$ cat src/rtl/uart_pkg.sv
// Shared UART types: parity mode, transmitter states and the parity helper.
package uart_pkg;

    typedef enum logic [1:0] {PAR_NONE, PAR_ODD, PAR_EVEN} parity_t;

    typedef enum logic [2:0] {ST_IDLE, ST_START, ST_DATA, ST_PARITY, ST_STOP} state_t;

    localparam int MAX_DATA_WIDTH = 9;

    // Unused upper bits must be zero so they do not disturb the XOR.
    function automatic logic parity_bit(input logic [MAX_DATA_WIDTH-1:0] data, input parity_t mode);
        return (^data) ^ (mode == PAR_ODD);
    endfunction

endpackage

$ cat src/rtl/uart_sync_fifo.sv
// Single-clock FIFO with registered read data; pop_data holds the last popped word.
module uart_sync_fifo #(
    parameter int WIDTH = 8,
    parameter int DEPTH = 16
) (
    input  logic                     clk,
    input  logic                     rst,
    input  logic                     push,
    input  logic [WIDTH-1:0]         push_data,
    input  logic                     pop,
    output logic [WIDTH-1:0]         pop_data,
    output logic                     full,
    output logic                     empty,
    output logic [$clog2(DEPTH):0]   level
);
    localparam int AW = $clog2(DEPTH);

    logic [WIDTH-1:0] mem [DEPTH];
    logic [AW-1:0]    wr_ptr_reg;
    logic [AW-1:0]    rd_ptr_reg;
    logic [AW:0]      level_reg;
    logic [WIDTH-1:0] pop_data_reg;
    logic             do_push;
    logic             do_pop;

    assign full     = (level_reg == (AW+1)'(DEPTH));
    assign empty    = (level_reg == '0);
    assign do_push  = push && !full;
    assign do_pop   = pop && !empty;
    assign level    = level_reg;
    assign pop_data = pop_data_reg;

    always_ff @(posedge clk) begin
        if (do_push) mem[wr_ptr_reg] <= push_data;
        if (do_pop)  pop_data_reg <= mem[rd_ptr_reg];
    end

    always_ff @(posedge clk) begin
        if (rst) begin
            wr_ptr_reg <= '0;
            rd_ptr_reg <= '0;
            level_reg  <= '0;
        end else begin
            if (do_push) wr_ptr_reg <= wr_ptr_reg + 1'b1;
            if (do_pop)  rd_ptr_reg <= rd_ptr_reg + 1'b1;
            case ({do_push, do_pop})
                2'b10:   level_reg <= level_reg + 1'b1;
                2'b01:   level_reg <= level_reg - 1'b1;
                default: level_reg <= level_reg;
            endcase
        end
    end

endmodule

$ cat src/rtl/uart_tx_arb.sv
// Multi-channel UART transmitter: round-robin arbiter into a shared FIFO, then a serialiser.
module uart_tx_arb
    import uart_pkg::*;
#(
    parameter int      NUM_CH     = 2,
    parameter int      DATA_WIDTH = 8,
    parameter parity_t PARITY     = PAR_NONE,
    parameter int      STOP_BITS  = 1,
    parameter int      FIFO_DEPTH = 16,
    parameter int      CLK_FREQ   = 100_000_000,
    parameter int      BAUD_RATE  = 115200
) (
    input  logic                            clk,
    input  logic                            rst,
    input  logic [NUM_CH*DATA_WIDTH-1:0]    s_data,
    input  logic [NUM_CH-1:0]               s_valid,
    output logic [NUM_CH-1:0]               s_ready,
    output logic                            tx,
    output logic                            busy,
    output logic [$clog2(FIFO_DEPTH):0]     level
);
    localparam int PULSE_WIDTH = CLK_FREQ / BAUD_RATE;
    localparam int CNT_W       = $clog2(PULSE_WIDTH);
    localparam int CH_W        = (NUM_CH > 1) ? $clog2(NUM_CH) : 1;

    logic [DATA_WIDTH-1:0] ch_data [NUM_CH];
    logic [DATA_WIDTH-1:0] push_data;
    logic [DATA_WIDTH-1:0] word;
    logic [CH_W-1:0]       ptr_reg, ptr_next, grant_idx;
    logic                  grant_any;
    logic                  fifo_full, fifo_empty, fifo_pop;

    state_t                state_reg, state_next;
    logic [CNT_W-1:0]      clk_cnt_reg, clk_cnt_next;
    logic [3:0]            bit_cnt_reg, bit_cnt_next;
    logic                  tx_reg, tx_next;
    logic                  bit_done;
    logic [15:0]           word_ext;
    logic                  par_bit;

    generate
        for (genvar gi = 0; gi < NUM_CH; gi++) begin : g_chan
            assign ch_data[gi] = s_data[gi*DATA_WIDTH +: DATA_WIDTH];
            assign s_ready[gi] = grant_any && (grant_idx == CH_W'(gi));
        end
    endgenerate

    // First pass covers channels at or after the pointer, second pass wraps around.
    always_comb begin
        grant_any = 1'b0;
        grant_idx = ptr_reg;
        push_data = '0;
        for (int i = 0; i < NUM_CH; i++) begin
            if (!grant_any && !fifo_full && s_valid[i] && (CH_W'(i) >= ptr_reg)) begin
                grant_any = 1'b1;
                grant_idx = CH_W'(i);
            end
        end
        for (int i = 0; i < NUM_CH; i++) begin
            if (!grant_any && !fifo_full && s_valid[i]) begin
                grant_any = 1'b1;
                grant_idx = CH_W'(i);
            end
        end
        for (int i = 0; i < NUM_CH; i++) begin
            if (grant_idx == CH_W'(i)) push_data = ch_data[i];
        end
        ptr_next = (grant_idx == CH_W'(NUM_CH - 1)) ? '0 : grant_idx + 1'b1;
    end

    uart_sync_fifo #(
        .WIDTH (DATA_WIDTH),
        .DEPTH (FIFO_DEPTH)
    ) u_fifo (
        .clk       (clk),
        .rst       (rst),
        .push      (grant_any),
        .push_data (push_data),
        .pop       (fifo_pop),
        .pop_data  (word),
        .full      (fifo_full),
        .empty     (fifo_empty),
        .level     (level)
    );

    assign word_ext = 16'(word);
    assign par_bit  = parity_bit(MAX_DATA_WIDTH'(word), PARITY);
    assign bit_done = (clk_cnt_reg == CNT_W'(PULSE_WIDTH - 1));

    // tx is registered from the current state, so the line lags the FSM by one cycle.
    always_comb begin
        state_next   = state_reg;
        clk_cnt_next = bit_done ? '0 : clk_cnt_reg + 1'b1;
        bit_cnt_next = bit_cnt_reg;
        fifo_pop     = 1'b0;
        tx_next      = 1'b1;
        case (state_reg)
            ST_IDLE: begin
                clk_cnt_next = '0;
                bit_cnt_next = '0;
                if (!fifo_empty) begin
                    fifo_pop   = 1'b1;
                    state_next = ST_START;
                end
            end
            ST_START: begin
                tx_next = 1'b0;
                if (bit_done) state_next = ST_DATA;
            end
            ST_DATA: begin
                tx_next = word_ext[bit_cnt_reg];
                if (bit_done) begin
                    if (bit_cnt_reg == 4'(DATA_WIDTH - 1)) begin
                        bit_cnt_next = '0;
                        state_next   = (PARITY != PAR_NONE) ? ST_PARITY : ST_STOP;
                    end else begin
                        bit_cnt_next = bit_cnt_reg + 1'b1;
                    end
                end
            end
            ST_PARITY: begin
                tx_next = par_bit;
                if (bit_done) state_next = ST_STOP;
            end
            ST_STOP: begin
                if (bit_done) begin
                    if (bit_cnt_reg == 4'(STOP_BITS - 1)) begin
                        bit_cnt_next = '0;
                        // Chain straight into the next start bit when a word is waiting.
                        if (!fifo_empty) begin
                            fifo_pop   = 1'b1;
                            state_next = ST_START;
                        end else begin
                            state_next = ST_IDLE;
                        end
                    end else begin
                        bit_cnt_next = bit_cnt_reg + 1'b1;
                    end
                end
            end
            default: state_next = ST_IDLE;
        endcase
    end

    always_ff @(posedge clk) begin
        if (rst) begin
            state_reg   <= ST_IDLE;
            clk_cnt_reg <= '0;
            bit_cnt_reg <= '0;
            tx_reg      <= 1'b1;
            ptr_reg     <= '0;
        end else begin
            state_reg   <= state_next;
            clk_cnt_reg <= clk_cnt_next;
            bit_cnt_reg <= bit_cnt_next;
            tx_reg      <= tx_next;
            if (grant_any) ptr_reg <= ptr_next;
        end
    end

    assign tx   = tx_reg;
    assign busy = (state_reg != ST_IDLE) || !fifo_empty;

endmodule

$ cat config.mk
export PLATFORM = sky130hd
export DESIGN_NAME = uart_tx_arb
export DESIGN_NICKNAME = d
export VERILOG_FILES = /design/src/rtl/uart_pkg.sv /design/src/rtl/uart_sync_fifo.sv /design/src/rtl/uart_tx_arb.sv
export SDC_FILE = /design/constraint.sdc
export NUM_CORES = 1
export LEC_CHECK = 0
export ABC_AREA = 1
export CORE_UTILIZATION = 39
export DETAILED_ROUTE_END_ITERATION = 16
export GPL_TIMING_DRIVEN = 0
export PLACE_DENSITY_LB_ADDON = 0.2
export SLEW_MARGIN = 20
export SYNTH_ARGS = -nofsm -noshare
export SYNTH_HDL_FRONTEND = slang
export SYNTH_SLANG_ARGS = --single-unit
$ cat constraint.sdc
create_clock -name clk -period 3.7 [get_ports clk]
set_clock_uncertainty 0.2 [all_clocks]
set_input_delay 0.74 -clock clk [delete_from_list [all_inputs] [get_ports clk]]
set_output_delay 0.74 -clock clk [all_outputs]
set_load 0.03 [all_outputs]
==> metrics, run 1 <==
die area just under 20000 µm²; post-synthesis sequential area ratio 63.6%; GRT Max-Usage Layer met2; post-CTS setup buffer count 0; reg2reg end u_fifo.level[4]; Synth Instances a little over 700; leakage power ~0.0031 µW; Num Clock Sinks 168; Finished Layout Cells 1010; worst hold stages 1; GR Util met3 3.11%; I/O pin count 29; RSZ-0062 raised after global routing no; Port Buf Inserts 28; post-route DRC violation count 0; reg2reg setup slack 0.39 ns; Core Box Area 18700 µm²; TritonRoute pass-1 iters 5; Synth top area share between 50% and 60%; Yosys warnings 0; ys flop type edfxtp_1; final hold vios 0; Clock Path Buffers 2; final antenna diode count 0; critical path peak fanout 11; CP Launch Point bit_cnt_reg[0]; RD Place Congestion 0.896; final instance area approximately 8600 µm²; kind of critical path flip-flop to flip-flop; Clock Latency Late Sink ~0.43 ns; H-tree Lvls 4; Worst Setup End Kind flip-flop; vias in the first global route 5126; ANT nets after route 0; Net count, final 796; max_cap viols 0; max FFs per register 128; Distinct cells, synth 40; mapped cell area 7430 µm²; Worst R2R Path Depth 18; average size of a mapped cell 10.4 µm²; slew at the pin closest to its max-slew limit 0.929 ns; Sum Neg Setup Slack 0 ns; Synth async-reset ratio 0%; fin crit period 3.31 ns; Syn Nets ~750; Worst VDD drop 0.347 mV; chip width approximately 140 µm; Num CTS Buffers 17; post-DP HPWL between 10 and 15 mm; Max transition margin between 30% and 40%; Die H 140 µm; Final Max Tran Viols 0; leading area contributor after synthesis edfxtp_1; final setup vio count 0; count of cells resized by post-cts repair 0; routed vias/inst around 5.3; DR WL/cell 17.6 µm; initial core utilization about two fifths; GR Layer Usage met1 24.5%; CTS tree yes; crit share post-route between 80% and 90%; initial drt markers 343; WP data arrival 3.47 ns; FMAX 302 MHz; initial antenna violation count 0; synth top area cells edfxtp_1 (55%), dfxtp_1 (8.6%), nand2_1 (6.9%); Total GRT Usage 19.2%; worst reg2reg path startpoint bit_cnt_reg[0]; total power draw 6020 µW; Inst Count DP 978; Post-synth EDFFs 136; met2 Usage GRT 31.6%; Root Driver clkbuf_16; CTS clock-pin slew for the worst setup and hold paths 0.07 ns; largest net degree at the start of global routing 18; Placed Area 8000 µm²; CP required 3.86 ns; Hold WC Path Type flip-flop to flip-flop; CP endpoint u_fifo.level[4]; Post-CTS Hold Buffers 0; layout cells sized above 1 9.15%; flip-flop and latch count after synthesis 168; area delta synth->final 16.2%; total gr overflow 0; status finished, final reports clean; via count 5313; startpoint types flip-flop; most instantiated cells after synthesis edfxtp_1 (136), nand2_1 (136), nor2_1 (107), inv_1 (61), o21ai_0 (56); first-pass GRT wire length 27.9 mm; total power divided by cell area 697 nW/µm²; drt total wl 17.8 mm; fillers 1704; row count 50
worst max-delay path, cell delays in order, from the launching register on:
cell      delay (ns)
dfxtp_1         0.32
buf_2           0.17
inv_1           0.15
ha_1            0.16
nand3_1         0.11
inv_1           0.09
nand2_2         0.07
o21bai_4        0.22
nand2_4         0.08
clkinv_2        0.18
ha_1            0.29
inv_1           0.08
fa_1            0.41
o21ai_0         0.29
a21o_1          0.16
nand2_1         0.04
nand2_1         0.05
nand2_1         0.04
a21oi_1         0.12
worst min-delay path by stage:
| stage | from | end | slack [ns] |
|---|---|---|---|
| detailed placement | clk_cnt_reg[0] | clk_cnt_reg[0] | 0.24 |
| CTS | clk_cnt_reg[0] | clk_cnt_reg[0] | 0.25 |
| global route | clk_cnt_reg[0] | clk_cnt_reg[0] | 0.26 |
| finish | clk_cnt_reg[0] | clk_cnt_reg[0] | 0.25 |
| global placement | clk_cnt_reg[0] | clk_cnt_reg[0] | 0.23 |
| floorplan | clk_cnt_reg[0] | clk_cnt_reg[0] | 0.22 |
area by class of cell:
| class | instances | area, µm² | area share (%) |
|---|---|---|---|
| Tap cell | 234 | 293 | 3.39 |
| Clock buffer | 17 | 425 | 4.93 |
| Timing Repair Buffer | 28 | 280 | 3.25 |
| Buffer | 26 | 129 | 1.49 |
| Multi-Input combinational cell | 455 | 2320 | 26.9 |
| Clock inverter | 15 | 205 | 2.38 |
| Inverter | 67 | 253 | 2.93 |
| Sequential cell | 168 | 4720 | 54.7 |
placed cells by master, fill, tap and decap left out, types with 3 or more instances in the layout:
cell type and n:
a211oi_1 3, a21oi_1 21, buf_2 13, bufinv_16 3, clkbuf_1 10, clkbuf_16 17, clkdlybuf4s50_1 28, dfxtp_1 32
edfxtp_1 136, ha_1 12, inv_1 61, inv_2 5, inv_6 6, nand2_1 136, nand2_2 6, nand3_1 31
nor2_1 107, nor3_1 5, o2111ai_1 8, o211ai_1 32, o21ai_0 56, o22ai_1 7, xor2_1 8
layer usage:
layer  part of all wire [%]  vias up
li1                       -     2564
met1                     45     2575
met2                     48      137
met3                    3.8       37
met4                    3.2        0
met5                      0        -
report_power, final:
part / switching (µW) / total [µW] / leakage [µW] / internal [µW]
combinational: 1180 / 1730 / 0.00134 / 545
clock: 797 / 1890 / 0.000302 / 1090
sequential: 102 / 2400 / 0.00150 / 2300
kinds of logic (layout without fill, tap and decap cells):
kind of cell	count (synthesis)	after routing	share of synthesized area, %
xor gates and xnor gates	10	10	1.18
and+or+nand+nor	297	297	16.5
DFF	168	168	63.6
adders and majority gates	13	13	2.29
buffers and inverters	93	153	5.14
AOI/OAI and AO/OA	135	135	11.3
through the flow:
step	hold slack (ns)	setup WS [ns]	util (%)
detailed placement	0.240	0.346	42.8
finish	0.252	0.391	46.1
global placement	0.230	0.479	42.8
floorplan	0.218	0.902	-
CTS	0.251	0.409	46.1
global route	0.259	0.114	46.1
Power figures use the tool's default switching activity.
==> run 2, diff against run 1 <==
Settings changed: CELL_PAD_IN_SITES_DETAIL_PLACEMENT set to 0, CELL_PAD_IN_SITES_GLOBAL_PLACEMENT set to 1, RECOVER_POWER set to 25.
==> run 2 against run 1 <==
Worst setup slack lost 0.066 ns; utilization shrank 0.40 points; maximum frequency shrank 2.0%; highest routed layer unchanged.
==> metrics, run 2 (same netlist as run 1, synthesis figures left out) <==
final antenna diode count 0 (unchanged); Final Max Tran Viols 0 (unchanged); status finished, final reports clean (unchanged); die area 19600 µm² (unchanged); Net count, final 796 (unchanged); Most Frequent Cell on Critical Path nand2_1; chip width 140 µm (unchanged); kind of critical path input port to output port (was flip-flop to flip-flop); commonest non-fill, non-tap cell in the layout nand2_1; Hold WC Path Type flip-flop to flip-flop (unchanged); Die H 140 µm (unchanged); Post-CTS Hold Buffers 0 (unchanged); FMAX 296 MHz (was 302 MHz); final hold vios 0 (unchanged); layout cells sized above 1 7.86% (was 9.15%); startpoint types input port (was flip-flop); total gr overflow 0 (unchanged); final setup vio count 0 (unchanged); TritonRoute pass-1 iters 7 (was 5); first-pass GRT wire length 28.1 mm (was 27.9 mm); Sum Neg Setup Slack 0 ns (unchanged); via count 5263 (was 5313); row count 50 (unchanged); leakage power 0.00312 µW (was 0.00314 µW); worst hold stages 1 (unchanged); ANT nets after route 0 (unchanged); Worst R2R Path Depth 18 (unchanged); initial drt markers 340 (was 343); max FFs per register 128 (unchanged); Total GRT Usage 19.5% (was 19.2%); vias in the first global route 5105 (was 5126); I/O pin count 29 (unchanged); final instance area 8550 µm² (was 8630 µm²); Clock Latency Late Sink 0.43 ns (about the same); Port Buf Inserts 28 (unchanged); initial antenna violation count 0 (unchanged); most frequent cells in the layout nand2_1 (141), edfxtp_1 (136), nor2_1 (107), inv_1 (63), o21ai_0 (56) (was nand2_1 (136), edfxtp_1 (136), nor2_1 (107), inv_1 (61), o21ai_0 (56)); count of cells resized by post-cts repair 0 (unchanged); Num CTS Buffers 17 (unchanged); CTS clock-pin slew for the worst setup and hold paths 0.07 ns (about the same); Worst Setup End Kind output port (was flip-flop); slew at the pin closest to its max-slew limit 0.914 ns (was 0.929 ns); Placed Area 8000 µm² (unchanged); Worst VDD drop 0.362 mV (was 0.347 mV); Max transition margin 38.9% (was 37.8%); drt total wl 17.8 mm (about the same); critical path peak fanout 9 (was 11); initial core utilization 39.7% (unchanged); Core Box Area 18700 µm² (unchanged); Clock Path Buffers 2 (unchanged); crit path cell chain dlygate4sd3_1, nand2_1, nand2_1, nand2_1, inv_1, clkdlybuf4s50_1 (was buf_2, inv_1, ha_1, nand3_1, inv_1, nand2_2, o21bai_4, nand2_4, clkinv_2, ha_1, inv_1, fa_1, o21ai_0, a21o_1, nand2_1, nand2_1, nand2_1, a21oi_1); CP required 2.76 ns (was 3.86 ns); largest net degree at the start of global routing 19 (was 18); H-tree Lvls 4 (unchanged); routed vias/inst 5.21 (was 5.26); WP data arrival 2.44 ns (was 3.47 ns); Num Clock Sinks 168 (unchanged); CTS tree yes (unchanged); fin crit period 3.38 ns (was 3.31 ns); DR WL/cell 17.6 µm (about the same); RD Place Congestion 0.834 (was 0.896); max_cap viols 0 (unchanged); post-DP HPWL 12.5 mm (about the same); fillers 1709 (was 1704); total power divided by cell area 679 nW/µm² (was 697 nW/µm²); crit share post-route 91.2% (was 89.4%); post-route DRC violation count 0 (unchanged); area delta synth->final 15.2% (was 16.2%); CP peak stage delay 0.66 ns (was 0.41 ns); Max stage delay cell, worst path clkdlybuf4s50_1 (was fa_1); Root Driver clkbuf_16 (unchanged); post-CTS setup buffer count 0 (unchanged); RSZ-0062 raised after global routing no (unchanged); reg2reg setup slack 0.41 ns (was 0.39 ns)
-- run 2: cell count changes in the layout (fill, tap and decap cells not counted), sizes merged --
cell           delta
dlygate4sd3       +5
clkbuf            +1
clkinv            +3
buf               -1
clkdlybuf4s50     -5
bufinv            -3
-- run 2: routing by layer --
metal	routed length, µm	track usage [%]	share of wire (%)	vias up
met4	344	7.69	1.9	0
li1	-	-	-	2565
met5	0	0	0	-
met1	8040	26.4	45	2502
met2	8390	31.4	47	174
met3	1050	3.11	5.9	22
-- run 2: path summary, 6_finish.rpt --
check                  from               to
max              s_valid[0]       s_ready[0]
min          clk_cnt_reg[0]   clk_cnt_reg[0]
max reg2reg  bit_cnt_reg[0]  u_fifo.level[4]
min reg2reg  clk_cnt_reg[0]   clk_cnt_reg[0]
-- run 2: critical path: cells and delay by family --
kind,cells,cell delay [ns]
buf+inv,3,1.27
simple gates,3,0.43
-- run 2: area by class of cell --
type                            count  area, µm²  share of cell area, %
Multi-Input combinational cell    455       2300                   26.9
Timing Repair Buffer               28        280                   3.28
Clock buffer                       17        425                   4.97
Tap cell                          234        293                   3.42
Sequential cell                   168       4720                   55.2
Buffer                             26        125                   1.46
Inverter                           67        253                   2.95
Clock inverter                     15        155                   1.81
-- run 2: power by group --
group / internal [µW] / leakage (µW) / switching (µW) / total, µW
combinational: 532 / 0.00134 / 1160 / 1690
sequential: 2300 / 0.00150 / 102 / 2400
clock: 899 / 0.000279 / 819 / 1720
-- run 2: through the flow --
| stage | power, µW | setup slack (ns) | hold slack (ns) | std cells | utilization (%) |
|---|---|---|---|---|---|
| detailed placement | 4160 | 0.348 | 0.243 | 978 | 42.8 |
| global placement | 4130 | 0.456 | 0.229 | 978 | 42.8 |
| floorplan | 3590 | 0.902 | 0.218 | 716 | - |
| CTS | 5880 | 0.438 | 0.254 | 1010 | 45.9 |
| global route | 6160 | 0.130 | 0.284 | 1010 | 45.7 |
| finish | 5810 | 0.325 | 0.248 | 1010 | 45.7 |
==> run 3, diff against run 2 <==
Settings changed: CAP_MARGIN set to 5, CTS_BUF_LIST set to sky130_fd_sc_hd__clkbuf_8.
==> run 3 against run 2 <==
Flip-flop and latch count did not move; register-to-register slack barely moved; clock-buffer cell count did not move; power fell by 7.6%; largest cell class unchanged.
==> metrics, run 3 (same netlist as run 1, synthesis figures left out) <==
Inst Count DP 978 (unchanged); I/O pin count 29 (unchanged); routed vias/inst 5.19 (was 5.21); RD Place Congestion 0.834 (unchanged); hold_ws 0.252 ns (was 0.248 ns); critical path peak fanout 9 (unchanged); max FFs per register 128 (unchanged); Max stage delay cell, worst path clkdlybuf4s50_1 (unchanged); Total GRT Usage 19.3% (was 19.5%); final hold vios 0 (unchanged); kind of critical path input port to output port (unchanged); initial core utilization 39.7% (unchanged); Worst VDD drop 0.254 mV (was 0.362 mV); fin crit period 3.37 ns (was 3.38 ns); Post-CTS Hold Buffers 0 (unchanged); Sum Neg Setup Slack 0 ns (unchanged); Final Max Tran Viols 0 (unchanged); post-DP HPWL 12.5 mm (unchanged); H-tree Lvls 4 (unchanged); initial antenna violation count 0 (unchanged); Worst Setup End Kind output port (unchanged); CP required 2.76 ns (about the same); Port Buf Inserts 28 (unchanged); startpoint types input port (unchanged); status finished, final reports clean (unchanged); CTS tree yes (unchanged); Worst R2R Path Depth 18 (unchanged); Hold WC Path Type flip-flop to flip-flop (unchanged); Clock Path Buffers 2 (unchanged); DR WL/cell 17.5 µm (was 17.6 µm); total power draw 5370 µW (was 5810 µW); reg2reg setup slack 0.41 ns (about the same); final setup vio count 0 (unchanged); crit share post-route 91.2% (about the same); area delta synth->final 12.6% (was 15.2%); TritonRoute pass-1 iters 5 (was 7); CP peak stage delay 0.66 ns (about the same); count of cells resized by post-cts repair 0 (unchanged); first-pass GRT wire length 28.0 mm (was 28.1 mm); layout cells sized above 1 7.86% (unchanged); total power divided by cell area 642 nW/µm² (was 679 nW/µm²); initial drt markers 411 (was 340); final instance area 8360 µm² (was 8550 µm²); slew at the pin closest to its max-slew limit 0.921 ns (was 0.914 ns); CTS clock-pin slew for the worst setup and hold paths 0.09 ns (was 0.07 ns); largest net degree at the start of global routing 19 (unchanged); ANT nets after route 0 (unchanged); Hold Path Origin clk_cnt_reg[0] (unchanged); reg2reg end u_fifo.level[4] (unchanged); Core Box Area 18700 µm² (unchanged); most frequent cells in the layout nand2_1 (141), edfxtp_1 (136), nor2_1 (107), inv_1 (63), o21ai_0 (56) (unchanged); Placed Area 8000 µm² (unchanged); Clock Latency Late Sink 0.47 ns (was 0.43 ns); commonest non-fill, non-tap cell in the layout nand2_1 (unchanged); fillers 1735 (was 1709); FMAX 296 MHz (about the same); crit path cell chain dlygate4sd3_1, nand2_1, nand2_1, nand2_1, inv_1, clkdlybuf4s50_1 (unchanged); vias in the first global route 5104 (was 5105); Crit path max-delay family buffers and inverters (unchanged); Num CTS Buffers 17 (unchanged); Num Clock Sinks 168 (unchanged); post-CTS setup buffer count 0 (unchanged); RSZ-0062 raised after global routing no (unchanged); row count 50 (unchanged); die area 19600 µm² (unchanged); WP data arrival 2.43 ns (was 2.44 ns); post-route DRC violation count 0 (unchanged); max_cap viols 0 (unchanged); Die H 140 µm (unchanged); Root Driver clkbuf_8 (was clkbuf_16); worst reg2reg path startpoint bit_cnt_reg[0] (unchanged); drt total wl 17.7 mm (was 17.8 mm); Finished Layout Cells 1010 (unchanged); WHS Endpoint clk_cnt_reg[0] (unchanged); chip width 140 µm (unchanged); worst hold stages 1 (unchanged); Max transition margin 38.4% (was 38.9%); total gr overflow 0 (unchanged); leakage power 0.00302 µW (was 0.00312 µW); Net count, final 796 (unchanged); WP buf/inv 3 (unchanged); Most Frequent Cell on Critical Path nand2_1 (unchanged); via count 5245 (was 5263); final antenna diode count 0 (unchanged)
## run 3: cell count changes in the layout (fill, tap and decap cells not counted), sizes merged
| cell | delta |
|---|---|
| dlygate4sd3 | -2 |
| clkdlybuf4s50 | +2 |
## run 3: per-stage QoR
stage | setup WS (ns) | utilization (%)
after floorplan | 0.902 | -
after global placement | 0.456 | 42.8
after detailed placement | 0.348 | 42.8
after CTS | 0.434 | 44.8
after global routing | 0.122 | 44.7
final | 0.326 | 44.7
## run 3: worst max path at each step
stage | start | endpoint | slack, ns | cells past startpoint
after floorplan | bit_cnt_reg[0] | u_fifo.level[4] | 0.90 | 18
after global placement | s_valid[0] | u_fifo.level[4] | 0.46 | 13
after detailed placement | s_valid[0] | u_fifo.level[4] | 0.35 | 13
after CTS | bit_cnt_reg[0] | u_fifo.level[4] | 0.43 | 18
after global routing | bit_cnt_reg[0] | u_fifo.level[4] | 0.12 | 18
final | s_valid[0] | s_ready[0] | 0.33 | 6
## run 3: per-layer routing
metal / GRT usage, % / vias to the layer above / routed length (µm)
met4: 6.88 / 0 / 308
met2: 31.5 / 182 / 8290
met3: 3.52 / 27 / 1070
met1: 25.9 / 2469 / 8060
met5: 0 / - / 0
li1: - / 2567 / -
## run 3: final cells by class
| class | count | area [µm²] | area share [%] |
|---|---|---|---|
| buffer | 26 | 125 | 1.50 |
| inverter | 67 | 253 | 3.02 |
| clock buffer | 17 | 234 | 2.80 |
| multi-input combinational | 455 | 2300 | 27.5 |
| timing repair buffer | 28 | 280 | 3.35 |
| clock inverter | 15 | 155 | 1.86 |
| sequential | 168 | 4720 | 56.5 |
| tap | 234 | 293 | 3.50 |
## run 3: power by group
group	switching, µW	leakage, µW	total [µW]	internal (µW)
combinational	1160	0.00133	1690	535
clock	772	0.000192	1280	503
sequential	103	0.00150	2400	2300
